--- config.mk ---
export PLATFORM = sky130hd
export DESIGN_NAME = clk1_input_fifo
export DESIGN_NICKNAME = d
export VERILOG_FILES = /design/src/rtl/clk1_input_fifo.sv
export SDC_FILE = /design/constraint.sdc
export NUM_CORES = 1
export LEC_CHECK = 0
export CAP_MARGIN = 10
export CORE_AREA = 4 4 177 179
export DETAILED_ROUTE_END_ITERATION = 7
export DIE_AREA = 0 0 181 183
export GPL_TIMING_DRIVEN = 0
export PLACE_DENSITY = 0.66
export RECOVER_POWER = 100
export SLEW_MARGIN = 30
export SYNTH_ARGS = -nofsm -noshare
export SYNTH_HDL_FRONTEND = slang
export SYNTH_SLANG_ARGS = --single-unit
--- constraint.sdc ---
create_clock -name clk_1 -period 8.8 [get_ports clk_1]
set_clock_uncertainty 0.2 [all_clocks]
set_input_delay 0.88 -clock clk_1 [delete_from_list [all_inputs] [get_ports clk_1]]
set_output_delay 0.88 -clock clk_1 [all_outputs]
set_load 0.02 [all_outputs]
--- src/rtl/clk1_input_fifo.sv ---
// Input capture FIFO for the clk_1 domain: buffers {mode, CRC, message} beats
// in a first-word-fall-through queue and tracks occupancy and dropped beats.
module clk1_input_fifo #(
    parameter int pDATA_WIDTH  = 60,
    parameter int pMODE_WIDTH  = 1,
    parameter int pDEPTH       = 4,
    parameter int pAFULL_LEVEL = 3
) (
    input  logic                     clk_1,
    input  logic                     rst,
    input  logic                     in_valid,
    input  logic [pMODE_WIDTH-1:0]   mode,
    input  logic                     CRC,
    input  logic [pDATA_WIDTH-1:0]   message,
    output logic                     in_ready,
    output logic                     out_valid,
    input  logic                     out_ready,
    output logic [pMODE_WIDTH-1:0]   out_mode,
    output logic                     out_CRC,
    output logic [pDATA_WIDTH-1:0]   out_message,
    output logic [$clog2(pDEPTH):0]  level,
    output logic                     almost_full,
    output logic                     overflow,
    output logic [7:0]               drop_cnt,
    input  logic                     clr_ovf
);

    localparam int AW = $clog2(pDEPTH);
    localparam int LW = AW + 1;
    localparam int EW = pMODE_WIDTH + 1 + pDATA_WIDTH;
    localparam logic [LW-1:0] FULL_LEVEL  = LW'(pDEPTH);
    localparam logic [LW-1:0] AFULL_LEVEL = LW'(pAFULL_LEVEL);

    logic [EW-1:0]  mem_r [pDEPTH];
    logic [AW-1:0]  wr_ptr_r;
    logic [AW-1:0]  rd_ptr_r;
    logic [LW-1:0]  level_r;
    logic           almost_full_r;
    logic           overflow_r;
    logic [7:0]     drop_cnt_r;

    logic           push_s;
    logic           pop_s;
    logic           drop_s;
    logic [LW-1:0]  level_nxt_s;
    logic           overflow_nxt_s;
    logic [7:0]     drop_base_s;
    logic [7:0]     drop_cnt_nxt_s;
    logic [EW-1:0]  head_s;

    // Readiness comes only from the registered level, so a pop never opens
    // space for a same-cycle push when the queue is full.
    assign in_ready  = (level_r != FULL_LEVEL);
    assign out_valid = (level_r != {LW{1'b0}});
    assign push_s    = in_valid && in_ready;
    assign pop_s     = out_valid && out_ready;
    assign drop_s    = in_valid && !in_ready;

    // Next occupancy, overflow flag and saturating drop count.
    always_comb begin
        level_nxt_s    = level_r;
        overflow_nxt_s = overflow_r;
        drop_base_s    = drop_cnt_r;
        drop_cnt_nxt_s = drop_cnt_r;

        case ({push_s, pop_s})
            2'b10:   level_nxt_s = level_r + LW'(1);
            2'b01:   level_nxt_s = level_r - LW'(1);
            default: level_nxt_s = level_r;
        endcase

        if (clr_ovf) begin
            drop_base_s = 8'd0;
        end else begin
            drop_base_s = drop_cnt_r;
        end

        if (drop_s) begin
            overflow_nxt_s = 1'b1;
            drop_cnt_nxt_s = (drop_base_s == 8'hFF) ? drop_base_s : drop_base_s + 8'd1;
        end else if (clr_ovf) begin
            overflow_nxt_s = 1'b0;
            drop_cnt_nxt_s = 8'd0;
        end else begin
            overflow_nxt_s = overflow_r;
            drop_cnt_nxt_s = drop_cnt_r;
        end
    end

    // Storage, pointers and status registers.
    always_ff @(posedge clk_1 or posedge rst) begin
        if (rst) begin
            for (int i = 0; i < pDEPTH; i++) begin
                mem_r[i] <= {EW{1'b0}};
            end
            wr_ptr_r      <= {AW{1'b0}};
            rd_ptr_r      <= {AW{1'b0}};
            level_r       <= {LW{1'b0}};
            almost_full_r <= 1'b0;
            overflow_r    <= 1'b0;
            drop_cnt_r    <= 8'd0;
        end else begin
            if (push_s) begin
                mem_r[wr_ptr_r] <= {mode, CRC, message};
                wr_ptr_r        <= wr_ptr_r + AW'(1);
            end
            if (pop_s) begin
                rd_ptr_r <= rd_ptr_r + AW'(1);
            end
            level_r       <= level_nxt_s;
            almost_full_r <= (level_nxt_s >= AFULL_LEVEL);
            overflow_r    <= overflow_nxt_s;
            drop_cnt_r    <= drop_cnt_nxt_s;
        end
    end

    // Head entry falls through; when empty it shows the stale slot at rd_ptr.
    assign head_s = mem_r[rd_ptr_r];
    assign {out_mode, out_CRC, out_message} = head_s;

    assign level       = level_r;
    assign almost_full = almost_full_r;
    assign overflow    = overflow_r;
    assign drop_cnt    = drop_cnt_r;

endmodule

==> metrics.md, run 1 <==
| Metric | Value |
|---|---|
| Total power density per cell area | `412 nW/um2` |
| Via count | `roughly 6400` |
| Final cell count without fillers | `1269` |
| Critical Setup Path Class | `in -> async` |
| Placed Cells | `1216` |
| Grt total ovfl | `0` |
| FF+latch count, synth | `between 200 and 300` |
| Critical Path Sink Type | `asynchronous set/reset pin` |
| Global-route wire length before repair | `40200 um` |
| CP max FO | `62` |
| Vias in the first global route | `7192` |
| Ant diodes | `0` |
| Setup bufs post-CTS | `0` |
| Syn Area/Cell | `roughly 17 um2` |
| Die Span X | `181 um` |
| CP startpoint kind | `primary input` |
| Status | `finished with violations` |
| CTS Root Buffer Type | `clkbuf_16` |
| Crit path DAT | `approximately 4.8 ns` |
| Rel. slew slack | `-135%` |
| Mapped Cells | `681` |
| Routed WL | `~24000 um` |
| Number of max-cap violations | `1` |
| Clk slew on worst S/H paths | `0.06 ns` |
| RSZ-0062 raised after global routing | `false` |
| Area leader, netlist | `dfrtp_1` |
| Clock Path Buffers | `3` |
| Drt pass-1 iters | `4` |
| # IOs | `144` |
| HP Class | `reg -> reg` |
| Top cell type's share of synthesized area | `56.6%` |
| Post-synthesis cell area | `11700 um2` |
| Initial DRC Count | `275` |
| Leak Pwr | `6.02 nW` |
| Unique masters post-synth | `34` |
| WP data required | `8.44 ns` |
| Layout cells sized above 1 | `13.2%` |
| Max Freq | `194 MHz` |
| Cts bufs inserted | `29` |
| CTS tree | `built` |
| Slew Viols, Final | `61` |
| Final period util | `between 50% and 60%` |
| Fin crit period | `5.14 ns` |
| VDD IR max | `250 uV` |
| Fin. Hold Viols | `0` |
| Clock sink total | `265` |
| Worst Max-Slew Pin Slew | `between 3 and 4 ns` |
| Sequential fraction of the synthesis area | `56.6%` |
| Final antenna-violating net count | `0` |
| Failing checks | `max-capacitance violations, max-slew violations` |
| Synth top area cells | `dfrtp_1 57%, mux2_1 24%, mux4_2 12%` |
| DP HPWL | `16100 um` |
| Die height | `183 um` |
| Core region area | `29600 um2` |
| Post-CTS Resized | `0` |
| Drt via density | `5.07` |
| Mapped Nets | `755` |
| Die area | `33100 um2` |
| Area growth syn-to-layout | `23.7%` |
| Final setup viols | `0` |
| Rows | `63` |
| Placer Congestion | `0.738` |
| CTS H-tree depth | `1` |
| Final routed DRC violation total | `0` |
| Global-route usage over all layers | `15.0%` |
| Nets | `roughly 930` |
| Hold_buf cts | `0` |
| IO buf count | `142` |
| Initial antenna violation count | `0` |
| Synth warnings | `0` |
| Clk_lat worst skew | `about 0.54 ns` |
| TNS Setup | `0 ns` |
| Routed length per instance | `19.2 um` |
| Largest net degree at the start of global routing | `90` |
| Initial core utilization | `roughly two fifths` |
[state kept, by name, indices dropped and copies added, names as in the netlist]
signal       flops
mem_r          248
drop_cnt         8
level            3
rd_ptr_r         2
wr_ptr_r         2
almost_full      1
overflow         1
[cell usage after synthesis]
| cell type | count |
|---|---|
| and4b_1 | 1 |
| nor3b_1 | 1 |
| ha_1 | 6 |
| mux2_2 | 2 |
| nand4_1 | 2 |
| mux2_1 | 250 |
| o211ai_1 | 2 |
| nand4bb_1 | 1 |
| o21ai_0 | 1 |
| or3_1 | 2 |
| nor2b_1 | 7 |
| nand4b_1 | 1 |
| nor2_1 | 1 |
| fa_1 | 1 |
| and2_1 | 1 |
| o2111ai_1 | 2 |
| buf_2 | 9 |
| xor2_1 | 1 |
| nand2b_1 | 1 |
| and4bb_2 | 1 |
| nand3_1 | 1 |
| and3b_1 | 1 |
| or3b_1 | 1 |
| o31a_1 | 1 |
| nand3_4 | 4 |
| o21ai_1 | 2 |
| nand2_1 | 5 |
| mux2i_1 | 1 |
| buf_6 | 24 |
| clkbuf_1 | 8 |
| dfrtp_1 | 265 |
| mux4_2 | 62 |
| inv_1 | 4 |
| xnor2_1 | 9 |
[per-stage QoR]
| stage | utilization (%) | hold WS, ns | cell area, um2 | total power, W | worst slack (ns) |
|---|---|---|---|---|---|
| after detailed placement | 46.4 | 0.275 | 13700 | 0.00494 | 5.12 |
| after floorplan | - | 0.259 | 11700 | 0.00388 | 0.423 |
| final | 49.0 | 0.284 | 14500 | 0.00598 | 3.66 |
| after CTS | 49.9 | 0.290 | 14800 | 0.00628 | 4.52 |
| after global routing | 49.0 | 0.296 | 14500 | 0.00637 | 2.69 |
| after global placement | 46.1 | 0.268 | 13600 | 0.00488 | -3.10 |
[path summary, 6_finish.rpt]
check / start / to / slack (ns) / cells past startpoint
worst max-delay path: rst / mem_r[170] / 3.66 / 3
worst min-delay path: mem_r[69] / mem_r[69] / 0.28 / 1
worst max register to register: level[0] / mem_r[194] / 5.97 / 5
worst min register to register: mem_r[69] / mem_r[69] / 0.28 / 1
max in group clk_1: rd_ptr_r[0] / out_message[44] / 4.16 / 4
min in group asynchronous: rst / mem_r[217] / 0.88 / 2
[final cells by class]
cell class / instances / area, um2
buffer: 41 / 155
clock buffer: 39 / 803
clock inverter: 14 / 240
fill: 2567 / 15100
inverter: 4 / 16.3
multi-input combinational: 371 / 4680
sequential: 265 / 6630
tap: 390 / 488
timing repair buffer: 145 / 1480
[critical path: stages]
cell and delay (ns):
dlygate4sd3_1 0.55, clkinvlp_2 0.76, clkbuf_1 2.55
[power breakdown]
group / total, W / leakage [nW] / internal (W) / switching, W
clock: 0.00131 / 0.505 / 0.000817 / 0.000490
sequential: 0.00212 / 3.16 / 0.00183 / 0.000288
combinational: 0.00255 / 2.36 / 0.00134 / 0.00121
[placed cells by master (no fill, tap or decap), types with 2 or more instances in the layout]
| cell | instances |
|---|---|
| buf_16 | 2 |
| bufinv_16 | 6 |
| clkbuf_1 | 47 |
| clkbuf_16 | 29 |
| clkbuf_8 | 4 |
| clkdlybuf4s50_1 | 69 |
| clkinv_2 | 4 |
| clkinvlp_4 | 2 |
| dfrtp_1 | 265 |
| dlygate4sd3_1 | 73 |
| ha_1 | 6 |
| inv_1 | 3 |
| mux2_1 | 250 |
| mux2_2 | 2 |
| mux4_2 | 62 |
| nand2_1 | 5 |
| nand3_1 | 5 |
| nand4_1 | 2 |
| nor2b_1 | 7 |
| o2111ai_1 | 2 |
| o211ai_1 | 2 |
| o21ai_0 | 2 |
| or3_1 | 2 |
| xnor2_1 | 9 |
[metal layers]
| layer | global-route usage (%) | share of wire (%) |
|---|---|---|
| met1 | 21.0 | 47 |
| met2 | 24.3 | 46 |
| met3 | 3.37 | 4.8 |
| met4 | 3.27 | 2.2 |
| met5 | 0 | 0 |
[cells by family (layout without fill, tap and decap cells)]
| logic type | after synthesis | in the layout | share of synthesized area (%) |
|---|---|---|---|
| multiplexers | 315 | 315 | 36.2 |
| AO/OA/AOI/OAI | 8 | 8 | 0.480 |
| buffers and inverters | 45 | 243 | 3.07 |
| XOR/XNOR | 10 | 10 | 0.747 |
| adder cells (fa/ha/maj) | 7 | 7 | 0.811 |
| flip-flops | 265 | 265 | 56.6 |
| AND/OR/NAND/NOR | 31 | 31 | 2.10 |
Power figures use the tool's default switching activity.
==> run 2: changes to the inputs <==
Clock period 8.8 ns to 4.7 ns, I/O delays scaled along.
==> metrics.md, run 2 (same netlist as run 1, synthesis figures left out) <==
| Metric | Value |
|---|---|
| WP data required | `4.03 ns (was 8.44 ns)` |
| Rows | `63 (unchanged)` |
| Die area | `33100 um2 (unchanged)` |
| Final hold slack | `0.156 ns (was 0.284 ns)` |
| Nets | `939 (was 931)` |
| Final antenna-violating net count | `0 (unchanged)` |
| Post-route cell area | `14500 um2 (about the same)` |
| Routed WL | `24400 um (about the same)` |
| Final period util | `84.4%` |
| CP max FO | `10 (was 62)` |
| CTS tree | `built (unchanged)` |
| Initial antenna violation count | `0 (unchanged)` |
| Area growth syn-to-layout | `23.4% (was 23.7%)` |
| Number of max-cap violations | `2 (was 1)` |
| Ant diodes | `0 (unchanged)` |
| Most common cell after layout, fill and taps aside | `dfrtp_1 (unchanged)` |
| Clock sink total | `265 (unchanged)` |
| CP max stage delay | `0.71 ns (was 2.55 ns)` |
| CTS Root Buffer Type | `clkbuf_16 (unchanged)` |
| Max FFs per register | `248 (unchanged)` |
| Most frequent cells in the layout | `265 x dfrtp_1, 250 x mux2_1, 85 x clkdlybuf4s50_1 (was 265 x dfrtp_1, 250 x mux2_1, 73 x dlygate4sd3_1)` |
| Placer Congestion | `0.719 (was 0.738)` |
| Largest net degree at the start of global routing | `31 (was 90)` |
| Worst R2R Start | `level[0] (unchanged)` |
| Fin. Hold Viols | `0 (unchanged)` |
| Worst Max-Slew Pin Slew | `1.57 ns (was 3.52 ns)` |
| CP Cell Sequence | `clkbuf_1 > clkbuf_1 > mux4_2 > clkdlybuf4s50_1 (was dlygate4sd3_1 > clkinvlp_2 > clkbuf_1)` |
| Core region area | `29600 um2 (unchanged)` |
| Status | `finished with violations (unchanged)` |
| Hold_buf cts | `0 (unchanged)` |
| Drt via density | `5.10 (was 5.07)` |
| Worst Slack Setup Final | `0.732 ns (was 3.66 ns)` |
| Final routed DRC violation total | `0 (unchanged)` |
| IO buf count | `142 (unchanged)` |
| CP startpoint kind | `register (was primary input)` |
| Top reg by flops | `mem_r (unchanged)` |
| RSZ-0062 raised after global routing | `false (unchanged)` |
| Fin crit period | `3.97 ns` |
| Clk_lat worst skew | `0.52 ns (was 0.54 ns)` |
| Via count | `6507 (was 6436)` |
| Die Span X | `181 um (unchanged)` |
| CTS H-tree depth | `1 (unchanged)` |
| Grt total ovfl | `0 (unchanged)` |
| Total power | `0.0110 W (was 0.00598 W)` |
| Max Freq | `252 MHz` |
| # IOs | `144 (unchanged)` |
| Worst path slowest cell | `clkbuf_1 (unchanged)` |
| Routed length per instance | `19.2 um (about the same)` |
| DP Area | `13900 um2 (was 13700 um2)` |
| DP HPWL | `16800 um (was 16100 um)` |
| Global-route usage over all layers | `15.0% (about the same)` |
| Final setup viols | `0 (unchanged)` |
| Vias in the first global route | `7141 (was 7192)` |
| Worst slack, placed | `1.44 ns (was 5.12 ns)` |
| Global-route wire length before repair | `40400 um (was 40200 um)` |
| Slew Viols, Final | `56 (was 61)` |
| Crit path DAT | `3.30 ns (was 4.78 ns)` |
| Failing checks | `max-capacitance violations, max-slew violations (unchanged)` |
| Leak Pwr | `6.01 nW (was 6.02 nW)` |
| Clk slew on worst S/H paths | `0.05 ns (was 0.06 ns)` |
| Hold path startpoint | `in_valid (was mem_r[69])` |
| VDD IR max | `452 uV (was 250 uV)` |
| Crit path launch | `rd_ptr_r[0] (was rst)` |
| Post-layout util | `48.9% (was 49.0%)` |
| Critical Setup Path Class | `reg -> out (was in -> async)` |
| Rel. slew slack | `-4.96% (was -135%)` |
| HP Class | `in -> reg (was reg -> reg)` |
| Post-CTS Resized | `0 (unchanged)` |
| Layout cells sized above 1 | `13.7% (was 13.2%)` |
| Cts bufs inserted | `29 (unchanged)` |
| Drt pass-1 iters | `4 (unchanged)` |
| Total power density per cell area | `764 nW/um2 (was 412 nW/um2)` |
| Critical Path Sink Type | `primary output (was asynchronous set/reset pin)` |
| Setup bufs post-CTS | `0 (unchanged)` |
| Die height | `183 um (unchanged)` |
| Clock Path Buffers | `3 (unchanged)` |
| Most numerous cell on the critical path | `clkbuf_1` |
| Initial core utilization | `39.7% (unchanged)` |
| Initial DRC Count | `183 (was 275)` |
run 2: per-layer routing:
metal / vias up / part of all wire [%] / wire length (um) / global-route usage (%)
li1: 2900 / - / - / -
met1: 3456 / 46 / 11100 / 21.0
met2: 125 / 48 / 11600 / 24.5
met3: 26 / 5.6 / 1370 / 3.55
met4: 0 / 1.3 / 320 / 2.79
met5: - / 0 / 0 / 0
run 2: stage by stage:
step / setup TNS (ns) / cells
2_1_floorplan: 0 / 681
3_3_place_gp: -402.05 / 1213
3_5_place_dp: 0 / 1224
4_1_cts: 0 / 1276
5_1_grt: 0 / 1276
6_report: 0 / 1276
run 2: power breakdown:
group | switching, W | internal (W) | leakage, nW
sequential | 0.000544 | 0.00343 | 3.16
combinational | 0.00226 | 0.00258 | 2.38
clock | 0.000878 | 0.00136 | 0.471
run 2: final timing paths:
| check | endpoint | slack, ns | cells after the start |
|---|---|---|---|
| worst max register to register | mem_r[64] | 1.82 | 5 |
| max in group asynchronous | mem_r[101] | 0.99 | 6 |
| min in group asynchronous | mem_r[138] | 0.24 | 2 |
| worst min register to register | mem_r[29] | 0.28 | 1 |
| worst min-delay path | wr_ptr_r[0] | 0.16 | 3 |
| worst max-delay path | out_message[37] | 0.73 | 4 |
run 2: worst max-delay path: cells and delay by family, from the launching register on:
kind,cells,cell delay (ns)
DFF,1,0.31
buffers and inverters,3,1.83
muxes,1,0.63
run 2: cell type report:
cell class	instances	area, um2
multi-input combinational	371	4680
inverter	4	16.3
timing repair buffer	153	1540
buffer	41	160
clock buffer	47	903
fill	2533	15100
tap	390	488
clock inverter	5	52.6
sequential	265	6630
==> run 3: changes to the inputs <==
Clock period 4.7 ns to 3.28 ns, I/O delays scaled along.
==> metrics.md, run 3 (same netlist as run 1, synthesis figures left out) <==
| Metric | Value |
|---|---|
| Status | `complete, no violations (was finished with violations)` |
| Worst Slack Setup Final | `0.189 ns (was 0.732 ns)` |
| Ant diodes | `0 (unchanged)` |
| Total power density per cell area | `1100 nW/um2 (was 764 nW/um2)` |
| Final period util | `between 90% and 100%` |
| Drt via density | `5.11 (was 5.10)` |
| CP startpoint kind | `register (unchanged)` |
| Global-route met1 utilization | `21.0% (about the same)` |
| Hold path depth | `3 (unchanged)` |
| Most common cell after layout, fill and taps aside | `dfrtp_1 (unchanged)` |
| Global-route usage over all layers | `15.0% (about the same)` |
| CTS Root Buffer Type | `clkbuf_16 (unchanged)` |
| Most frequent cells in the layout | `264 x dfrtp_1, 250 x mux2_1, 116 x clkdlybuf4s50_1 (was 265 x dfrtp_1, 250 x mux2_1, 85 x clkdlybuf4s50_1)` |
| WP data required | `2.75 ns (was 4.03 ns)` |
| Vias in the first global route | `7152 (was 7141)` |
| Die Span X | `181 um (unchanged)` |
| Cts bufs inserted | `29 (unchanged)` |
| Worst Max-Slew Pin Slew | `1.22 ns (was 1.57 ns)` |
| Core region area | `29600 um2 (unchanged)` |
| Critical Path Sink Type | `primary output (unchanged)` |
| WHS Endpoint | `wr_ptr_r[0] (unchanged)` |
| Slew Viols, Final | `0 (was 56)` |
| Top reg by flops | `mem_r (unchanged)` |
| Sw frac | `33.0% (was 33.4%)` |
| Setup bufs post-CTS | `0 (unchanged)` |
| Worst r2r path cells | `5 (unchanged)` |
| Gate power share | `44.3% (was 43.8%)` |
| Final antenna-violating net count | `0 (unchanged)` |
| Clock power share | `20.0% (was 20.2%)` |
| Drt pass-1 iters | `4 (unchanged)` |
| GRT met2 Usage | `24.6% (was 24.5%)` |
| Crit path DAT | `2.56 ns (was 3.30 ns)` |
| FILL cells | `2524 (was 2533)` |
| Internal Pwr Total | `0.0107 W (was 0.00736 W)` |
| Nets | `939 (unchanged)` |
| Final routed DRC violation total | `0 (unchanged)` |
| Via count | `6526 (was 6507)` |
| Leak Pwr | `6.07 nW (was 6.01 nW)` |
| Die height | `183 um (unchanged)` |
| Fin crit period | `about 3.1 ns` |
| Crit Reg-Reg Endpoint | `mem_r[132] (was mem_r[64])` |
| Placer Congestion | `0.719 (unchanged)` |
| Hold path startpoint | `in_valid (unchanged)` |
| GRT Max-Usage Layer | `met2 (unchanged)` |
| RSZ-0062 raised after global routing | `false (unchanged)` |
| Number of max-cap violations | `0 (was 2)` |
| HP Class | `in -> reg (unchanged)` |
| # IOs | `144 (unchanged)` |
| VDD IR max | `687 uV (was 452 uV)` |
| CP max FO | `10 (unchanged)` |
| CTS H-tree depth | `1 (unchanged)` |
| Clock sink total | `265 (unchanged)` |
| DP Area | `13900 um2 (unchanged)` |
| Clk slew on worst S/H paths | `0.05 ns (about the same)` |
| Die area | `33100 um2 (unchanged)` |
| Routed WL | `24500 um (was 24400 um)` |
| Sequential share of power | `35.7% (was 36.0%)` |
| Grt total ovfl | `0 (unchanged)` |
| Clock Path Buffers | `3 (unchanged)` |
| DP HPWL | `16800 um (unchanged)` |
| Max FFs per register | `248 (unchanged)` |
| Largest net degree at the start of global routing | `31 (unchanged)` |
| CTS tree | `built (unchanged)` |
| Max Freq | `323 MHz` |
| Worst slack, placed | `0.166 ns (was 1.44 ns)` |
| Post-route cell area | `14600 um2 (was 14500 um2)` |
| Clk_lat worst skew | `0.52 ns (about the same)` |
| Initial DRC Count | `180 (was 183)` |
| Final cell count without fillers | `1276 (unchanged)` |
| Worst R2R Start | `level[0] (unchanged)` |
| Reg2reg setup slack | `0.42 ns (was 1.82 ns)` |
| M3 GR Usage | `3.55% (unchanged)` |
| Placed Cells | `1224 (unchanged)` |
| Area growth syn-to-layout | `24.4% (was 23.4%)` |
| Global-route wire length before repair | `40400 um (about the same)` |
| Initial antenna violation count | `0 (unchanged)` |
| Fin. Hold Viols | `0 (unchanged)` |
| Initial core utilization | `39.7% (unchanged)` |
| TNS Setup | `0 ns (unchanged)` |
| Routed length per instance | `19.2 um (about the same)` |
| Layout cells sized above 1 | `15.2% (was 13.7%)` |
| Rows | `63 (unchanged)` |
| IO buf count | `142 (unchanged)` |
| Net switching power | `0.00530 W (was 0.00368 W)` |
| Final setup viols | `0 (unchanged)` |
| Rel. slew slack | `18.9% (was -4.96%)` |
| Critical Setup Path Class | `reg -> out (unchanged)` |
-- run 3: cell types whose count changed in the layout (fill, tap and decap cells not counted), sizes merged --
cell           change
buf                +2
clkbuf             -4
clkdlybuf4s50     +31
dlygate4sd3       -30
dlymetal6s2s       +1
-- run 3: layer usage --
layer  share of wire (%)  wire (um)  vias to the layer above
met5                   0          0                        -
met4                 1.4        353                        0
met3                 5.6       1360                       27
met2                  47      11600                      125
met1                  46      11200                     3465
li1                    -          -                     2909
-- run 3: critical path: stages, from the launching register on --
cell,delay [ns]
dfrtp_1,0.31
clkbuf_4,0.25
buf_4,0.28
mux4_2,0.54
dlygate4sd3_1,0.67
-- run 3: what timing repair did --
| action | 4_1_cts | 5_1_grt |
|---|---|---|
| setup endpoints to repair | 59 | 6 |
| pin swaps | 0 | 0 |
| gates resized for setup | 12 | 2 |
| hold endpoints to repair | 12 | 0 |
| hold buffers | 1 | 0 |
-- run 3: worst max-delay path by stage --
stage | startpoint | endpoint | slack [ns]
2_1_floorplan | rst | almost_full | -0.75
3_3_place_gp | rst | mem_r[163] | -2.81
3_5_place_dp | rd_ptr_r[1] | out_message[7] | 0.17
4_1_cts | rd_ptr_r[0] | out_CRC | 0.05
5_1_grt | rst | mem_r[114] | 0.04
6_report | rd_ptr_r[0] | out_message[10] | 0.19
-- run 3: power by group through the flow --
| stage | Sequential, W | Combinational (W) | Clock, W |
|---|---|---|---|
| CTS | 0.00575 | 0.00755 | 0.00331 |
| detailed placement | 0.00576 | 0.00751 | 0 |
| finish | 0.00573 | 0.00711 | 0.00320 |
| floorplan | 0.00554 | 0.00487 | 0 |
| global route | 0.00594 | 0.00770 | 0.00344 |
| global placement | 0.00571 | 0.00739 | 0 |
-- run 3: stage by stage --
| stage | hold WS (ns) | util, % | power, W |
|---|---|---|---|
| 2_1_floorplan | 0.259 | - | 0.0104 |
| 3_3_place_gp | 0.268 | 46.1 | 0.0131 |
| 3_5_place_dp | 0.276 | 47.0 | 0.0133 |
| 4_1_cts | 0.0486 | 50.3 | 0.0166 |
| 5_1_grt | 0.0194 | 49.3 | 0.0171 |
| 6_report | 0.0128 | 49.3 | 0.0160 |
-- run 3: area by class of cell --
class	instances	area [um2]	share of cell area, %
Tap cell	390	488	3.35
Sequential cell	265	6630	45.5
Clock inverter	5	52.6	0.360
Clock buffer	47	903	6.19
Multi-Input combinational cell	371	4680	32.1
Inverter	4	16.3	0.112
Buffer	40	185	1.27
Timing Repair Buffer	154	1630	11.2
